--- config.mk ---
export PLATFORM = sky130hd
export DESIGN_NAME = if_stage_flat
export DESIGN_NICKNAME = d
export VERILOG_FILES = /design/src/rtl/if_stage_if.sv /design/src/rtl/if_stage.sv /design/src/flat_wrapper.sv
export SDC_FILE = /design/constraint.sdc
export NUM_CORES = 1
export LEC_CHECK = 0
export CORE_ASPECT_RATIO = 1.1
export CORE_MARGIN = 10
export CORE_UTILIZATION = 50
export DETAILED_ROUTE_END_ITERATION = 7
export PLACE_DENSITY = 0.81
export SLEW_MARGIN = 10
export SYNTH_ARGS = -nofsm -noshare
export SYNTH_HDL_FRONTEND = slang
export SYNTH_SLANG_ARGS = --single-unit
--- constraint.sdc ---
create_clock -name clk -period 3.6 [get_ports clk]
set_input_delay 1.08 -clock clk [delete_from_list [all_inputs] [get_ports clk]]
set_output_delay 1.08 -clock clk [all_outputs]
set_load 0.05 [all_outputs]
--- src/rtl/if_stage_if.sv ---
`default_nettype none
// +----------------------------------------------------------------------------+
// | Module  : if_stage_if                                                      |
// | Purpose : Bus bundle for the instruction-fetch stage. It carries the       |
// |           instruction-memory request/grant/response channel and the        |
// |           instruction hand-off (valid/ready) to decode.                    |
// | Ports   : master - the fetch stage (drives imem_req/addr, inst_*)          |
// |           slave  - memory + consumer side (drives gnt/rvalid/rdata/ready)  |
// | Revision: 1.0 - initial release                                            |
// +----------------------------------------------------------------------------+
interface if_stage_if;
  logic        imem_req;
  logic [31:0] imem_addr;
  logic        imem_gnt;
  logic        imem_rvalid;
  logic [31:0] imem_rdata;
  logic        inst_valid;
  logic [31:0] inst;
  logic [31:0] inst_pc;
  logic        inst_ready;

  modport master (
    output imem_req, imem_addr, inst_valid, inst, inst_pc,
    input  imem_gnt, imem_rvalid, imem_rdata, inst_ready
  );

  modport slave (
    input  imem_req, imem_addr, inst_valid, inst, inst_pc,
    output imem_gnt, imem_rvalid, imem_rdata, inst_ready
  );
endinterface
`default_nettype wire

--- src/rtl/if_stage.sv ---
`default_nettype none
// +----------------------------------------------------------------------------+
// | Module  : if_stage                                                         |
// | Purpose : RV32I instruction fetch. Owns the fetch PC, issues word fetches, |
// |           pairs responses with their addresses and buffers them in a      |
// |           2-entry FIFO towards decode. Redirects flush the FIFO and drop   |
// |           responses still in flight.                                       |
// | Ports   : clk, rst_n (async, active-low)                                   |
// |           bus           - if_stage_if.master (imem channel + inst hand-off)|
// |           redirect_i    - taken jump/branch pulse                          |
// |           redirect_pc_i - new fetch target (low 2 bits ignored)            |
// | Revision: 1.0 - initial release                                            |
// +----------------------------------------------------------------------------+
module if_stage #(
  parameter logic [31:0] RESET_PC = 32'h0000_0000
) (
  input  logic              clk,
  input  logic              rst_n,
  if_stage_if.master        bus,
  input  logic              redirect_i,
  input  logic [31:0]       redirect_pc_i
);

  localparam logic [31:0] c_NOP = 32'h0000_0013;

  logic [31:0] fetch_pc_q, fetch_pc_d;
  logic [1:0]  outst_q, outst_d;
  logic [1:0]  discard_q, discard_d;
  logic [1:0]  count_q, count_d;
  logic        rd_ptr_q, rd_ptr_d;
  logic        wr_ptr_q, wr_ptr_d;
  logic        pcq_rd_q, pcq_wr_q;
  logic [31:0] fifo_inst_q [2];
  logic [31:0] fifo_pc_q   [2];
  logic [31:0] pcq_q       [2];
  logic [31:0] hold_inst_q, hold_pc_q;

  logic        w_valid, w_pop, w_req, w_grant, w_rvalid, w_drop, w_push;
  logic [2:0]  w_level;

  assign w_valid  = (count_q != 2'd0);
  assign w_pop    = w_valid && bus.inst_ready;
  // Credits: in-flight requests plus buffered words must never exceed the
  // FIFO depth, counting a pop this cycle as already freed.
  assign w_level  = {1'b0, outst_q} + {1'b0, count_q} - {2'b00, w_pop};
  // rst_n gates the request so it drops at once on an asynchronous reset.
  assign w_req    = rst_n && !redirect_i && (w_level < 3'd2);
  assign w_grant  = w_req && bus.imem_gnt;
  assign w_rvalid = bus.imem_rvalid;
  assign w_drop   = w_rvalid && (discard_q != 2'd0);
  assign w_push   = w_rvalid && !w_drop && !redirect_i;

  assign bus.imem_req   = w_req;
  assign bus.imem_addr  = fetch_pc_q;
  assign bus.inst_valid = w_valid;
  // While empty, show the last presented word rather than stale slot data.
  assign bus.inst       = w_valid ? fifo_inst_q[rd_ptr_q] : hold_inst_q;
  assign bus.inst_pc    = w_valid ? fifo_pc_q[rd_ptr_q]   : hold_pc_q;

  always_comb begin
    fetch_pc_d = fetch_pc_q;
    outst_d    = outst_q + {1'b0, w_grant} - {1'b0, w_rvalid};
    discard_d  = discard_q;
    count_d    = count_q;
    rd_ptr_d   = rd_ptr_q;
    wr_ptr_d   = wr_ptr_q;
    if (redirect_i) begin
      fetch_pc_d = {redirect_pc_i[31:2], 2'b00};
      // Everything still in flight after this cycle belongs to the old stream;
      // a response landing this cycle is dropped by not pushing it.
      discard_d  = outst_q - {1'b0, w_rvalid};
      count_d    = 2'd0;
      rd_ptr_d   = 1'b0;
      wr_ptr_d   = 1'b0;
    end else begin
      if (w_grant) fetch_pc_d = fetch_pc_q + 32'd4;
      if (w_drop)  discard_d  = discard_q - 2'd1;
      count_d = count_q + {1'b0, w_push} - {1'b0, w_pop};
      if (w_pop)  rd_ptr_d = ~rd_ptr_q;
      if (w_push) wr_ptr_d = ~wr_ptr_q;
    end
  end

  always_ff @(posedge clk or negedge rst_n) begin
    if (!rst_n) begin
      fetch_pc_q  <= RESET_PC;
      outst_q     <= 2'd0;
      discard_q   <= 2'd0;
      count_q     <= 2'd0;
      rd_ptr_q    <= 1'b0;
      wr_ptr_q    <= 1'b0;
      pcq_rd_q    <= 1'b0;
      pcq_wr_q    <= 1'b0;
      hold_inst_q <= c_NOP;
      hold_pc_q   <= RESET_PC;
      for (int i = 0; i < 2; i++) begin
        fifo_inst_q[i] <= c_NOP;
        fifo_pc_q[i]   <= RESET_PC;
        pcq_q[i]       <= RESET_PC;
      end
    end else begin
      fetch_pc_q <= fetch_pc_d;
      outst_q    <= outst_d;
      discard_q  <= discard_d;
      count_q    <= count_d;
      rd_ptr_q   <= rd_ptr_d;
      wr_ptr_q   <= wr_ptr_d;
      // The pc queue tracks every granted request, including ones later
      // discarded, so it stays aligned with the in-order response stream.
      if (w_grant) begin
        pcq_q[pcq_wr_q] <= fetch_pc_q;
        pcq_wr_q        <= ~pcq_wr_q;
      end
      if (w_rvalid) pcq_rd_q <= ~pcq_rd_q;
      if (w_push) begin
        fifo_inst_q[wr_ptr_q] <= bus.imem_rdata;
        fifo_pc_q[wr_ptr_q]   <= pcq_q[pcq_rd_q];
      end
      if (w_valid) begin
        hold_inst_q <= fifo_inst_q[rd_ptr_q];
        hold_pc_q   <= fifo_pc_q[rd_ptr_q];
      end
    end
  end

endmodule
`default_nettype wire

--- src/flat_wrapper.sv ---
// flat-port wrapper written by rule: the top's interface ports become plain ports
module if_stage_flat 
#(
  parameter logic [31:0] RESET_PC = 32'h0000_0000
)
  (clk, rst_n, redirect_i, redirect_pc_i, bus_imem_req, bus_imem_addr, bus_inst_valid, bus_inst, bus_inst_pc, bus_imem_gnt, bus_imem_rvalid, bus_imem_rdata, bus_inst_ready);
  if_stage_if bus_i ();
  input  logic clk;
  input  logic rst_n;
  input  logic redirect_i;
  input  logic [31:0] redirect_pc_i;
  output wire logic [$bits(bus_i.imem_req)-1:0] bus_imem_req;
  output wire logic [$bits(bus_i.imem_addr)-1:0] bus_imem_addr;
  output wire logic [$bits(bus_i.inst_valid)-1:0] bus_inst_valid;
  output wire logic [$bits(bus_i.inst)-1:0] bus_inst;
  output wire logic [$bits(bus_i.inst_pc)-1:0] bus_inst_pc;
  input wire logic [$bits(bus_i.imem_gnt)-1:0] bus_imem_gnt;
  input wire logic [$bits(bus_i.imem_rvalid)-1:0] bus_imem_rvalid;
  input wire logic [$bits(bus_i.imem_rdata)-1:0] bus_imem_rdata;
  input wire logic [$bits(bus_i.inst_ready)-1:0] bus_inst_ready;
  assign bus_imem_req = bus_i.imem_req;
  assign bus_imem_addr = bus_i.imem_addr;
  assign bus_inst_valid = bus_i.inst_valid;
  assign bus_inst = bus_i.inst;
  assign bus_inst_pc = bus_i.inst_pc;
  assign bus_i.imem_gnt = bus_imem_gnt;
  assign bus_i.imem_rvalid = bus_imem_rvalid;
  assign bus_i.imem_rdata = bus_imem_rdata;
  assign bus_i.inst_ready = bus_inst_ready;
  if_stage #(.RESET_PC(RESET_PC)) u_core (.clk(clk), .rst_n(rst_n), .bus(bus_i), .redirect_i(redirect_i), .redirect_pc_i(redirect_pc_i));
endmodule
==> run metrics <==
outcome finished clean; Antenna Violating Nets Remaining 0; layout cell share with drive strength beyond 1 0.238; total power per unit cell area 1050 mW/mm^2; synthesized area 0.0123 sq mm; core area 0.0243 sq mm; top-area cell type share of the netlist area 0.568; Starting Density 0.505; CP Max Fanout 2; Final Net Count 1286; total number of vias 8299; wire per inst 17.8 um; Iteration-0 DRC Markers 554; Hold Crit Class input pin to async pin; largest net degree at the start of global routing 146; post-route cell area 0.0153 sq mm; CTS clk-pin slew, worst paths 0.06 ns; Crit path required time 2.52 ns; fin crit period 3.51 ns; PortBufs 163; CP Data Arrival Time 2.43 ns; Clk Latency, worst-skew pair 0.53 ns; first-pass GRT wire length 45000 um; die height 184 um; asr flop ratio synth 1.00; fillers 1964; # DRC 0; dpl hpwl 18500 um; Flop pwr share 0.331; Routed Wire Length 27400 um; Sw Pwr 7000 uW; Worst R2R Path Depth 10; CTS root buffer clkbuf_16; Final Hold Viols 0; Tot GR Track Use 0.173; setup tns final 0 ns; fmax 0.285 GHz; num ports 168; grt ovf 0; RSZ-0062 raised after global routing no; sequential share of the synthesized area 0.587; Via density 5.39; Hold WS 0.352 ns; post-synthesis sequential element count 288; cts bufs inserted 28; vias in the first global route 8506; Yosys cell types 48; initial antenna violation count 0; Synth area leader dfrtp_1; R2R setup slack 0.81 ns; Sw Ratio 0.436; Cells after Synth 1051; Setup violations, final 0; clk_skew 0.00698 ns; Worst slew margin 0.302; combinational power share 0.475; reg2reg end u_core.bus.imem_addr[8]; area growth from synthesis to layout 24.3%; placed standard-cell area 0.0143 sq mm; Leak 0.00693 uW; Clock Power Share 0.194; FF-to-FF Start u_core.count_q[1]; TritonCTS clock tree yes; Die Span X 169 um; # diodes 0; Ys Warns 0; max-slew violation count 0; # hold bufs at CTS 0; Post-synth EDFFs 0; htree depth 1; row count 60; drt pass-1 iters 5; gpl congestion 0.798; Slew @ Worst Pin 1.05 ns; CTS Buffer Depth 3; critical setup path kind input pin to primary output; Worst Setup End Kind primary output; Int Power 9070 uW; Most used DFF post-synth dfrtp_1; top post-synthesis cells by area dfrtp_1 57%, mux2_2 11%, mux2i_1 7.7%; worst vdd ir 851 uV; DIE AREA 0.0313 sq mm; Max-Cap Viols 0; Final period util 0.975; Sink Count 288; Mapped Avg Cell Area 11.7 sq um; Critical Path Source Type input pin
==> cell usage in the layout, fill, tap and decap left out, types with 6 or more instances in the layout <==
| cell type | Yosys | routed |
|---|---|---|
| a221o_1 | 6 | 6 |
| dfstp_2 | 9 | 9 |
| ha_1 | 7 | 7 |
| clkbuf_16 | 0 | 29 |
| nand2_1 | 128 | 126 |
| o21ai_0 | 122 | 122 |
| xor2_1 | 7 | 6 |
| a21oi_1 | 36 | 36 |
| buf_12 | 0 | 10 |
| a31oi_1 | 8 | 8 |
| nor2_1 | 58 | 56 |
| mux2_2 | 119 | 119 |
| nand4_1 | 8 | 8 |
| dfrtp_1 | 279 | 278 |
| inv_1 | 15 | 15 |
| nand3_1 | 15 | 15 |
| buf_4 | 2 | 87 |
| clkbuf_8 | 0 | 7 |
| a32oi_1 | 7 | 7 |
| mux2i_1 | 94 | 94 |
| clkdlybuf4s50_1 | 0 | 95 |
==> logic make-up (layout without fill, tap and decap cells) <==
kind of cell / Yosys count / in the layout / synth area share
xor+xnor: 13 / 13 / 0.00926
other cells: 1 / 2 / 0.000305
simple gates: 249 / 249 / 0.0916
buf+inv: 85 / 263 / 0.0293
compound gates: 194 / 194 / 0.0879
fa+ha+maj: 8 / 8 / 0.00875
mux: 213 / 213 / 0.186
flops: 288 / 288 / 0.587
==> how the worst max path moves through the flow <==
stage          cells past startpoint               from            to  slack [ns]
5_1_grt                            7     bus_inst_ready  bus_imem_req        0.03
4_1_cts                            7     bus_inst_ready  bus_imem_req        0.05
6_report                           7     bus_inst_ready  bus_imem_req        0.09
2_1_floorplan                      7  u_core.count_q[0]  bus_imem_req        0.16
3_5_place_dp                       7     bus_inst_ready  bus_imem_req       -0.28
3_3_place_gp                       7     bus_inst_ready  bus_imem_req       -0.26
==> power groups by stage <==
stage / registers (uW) / clock network, uW / logic [uW]
final: 5320 / 3120 / 7630
after global routing: 5500 / 3310 / 8200
after CTS: 5330 / 3180 / 7730
after detailed placement: 5380 / 0 / 7660
after global placement: 5300 / 0 / 7520
after floorplan: 5290 / 0 / 5260
==> critical path, cell delays in order <==
cell and delay (ns):
buf_2 0.12, xor2_2 0.16, nand2_1 0.10, fa_2 0.60
nand2_2 0.07, nor3_4 0.15, buf_12 0.16
==> state kept, by name, indices dropped and copies added, names as in the netlist, 2 cells and up <==
| name | cells |
|---|---|
| u_core.hold_pc_q | 32 |
| u_core.discard_q | 2 |
| u_core.hold_inst_q | 32 |
| u_core.fifo_inst_q | 64 |
| u_core.outst_q | 2 |
| u_core.fifo_pc_q | 60 |
| u_core.count_q | 2 |
| u_core.bus.imem_addr | 30 |
| u_core.pcq_q | 60 |
==> metrics by stage <==
stage               setup slack, ns   util  total power, uW  cells
floorplan                     0.159      -            10600   1052
global placement             -0.264  0.586            12800   1488
detailed placement           -0.282  0.586            13000   1488
CTS                          0.0462  0.628            16200   1540
global route                 0.0285  0.628            17000   1540
finish                       0.0899  0.628            16100   1540
==> repair_timing <==
action                     4_1_cts  5_1_grt
resized for setup                7        1
buffers inserted                 0        0
pin swaps                        4        1
setup endpoints to repair        1        1
==> synth_stat cells (all sizes together) (2+ instances only) <==
| library cell | instances |
|---|---|
| dfrtp | 279 |
| nand2 | 129 |
| o21ai | 122 |
| mux2 | 119 |
| mux2i | 94 |
| nor2 | 58 |
| a21oi | 36 |
| buf | 35 |
| clkbuf | 34 |
| nand3 | 17 |
| inv | 16 |
| dfstp | 9 |
| nand4 | 9 |
| a31oi | 8 |
| a32oi | 7 |
| ha | 7 |
| nor3 | 7 |
| xor2 | 7 |
| a221o | 6 |
| xnor2 | 6 |
| nor4 | 5 |
| or3 | 5 |
| a21o | 4 |
| and2 | 4 |
| and3 | 4 |
| o211ai | 4 |
| o311ai | 4 |
| nor2b | 3 |
| a22oi | 2 |
| nand2b | 2 |
| nor3b | 2 |
==> metal layers <==
metal,vias up,global-route usage,part of all wire
met3,22,0.0341,0.062
met2,240,0.287,0.49
met1,4045,0.231,0.44
met4,0,0.0359,0.012
li1,3992,-,-
met5,-,0,0
==> layout make-up <==
cell class                      count  area [sq um]  share of cell area
Clock inverter                     11           164              0.0107
Tap cell                          310           388              0.0254
Clock buffer                       41           841              0.0551
Sequential cell                   288          7220               0.473
Timing Repair Buffer              195          1830               0.120
Inverter                           16          60.1             0.00393
Multi-Input combinational cell    679          4770               0.312
Note: power is estimated with default switching activity, not from simulation.
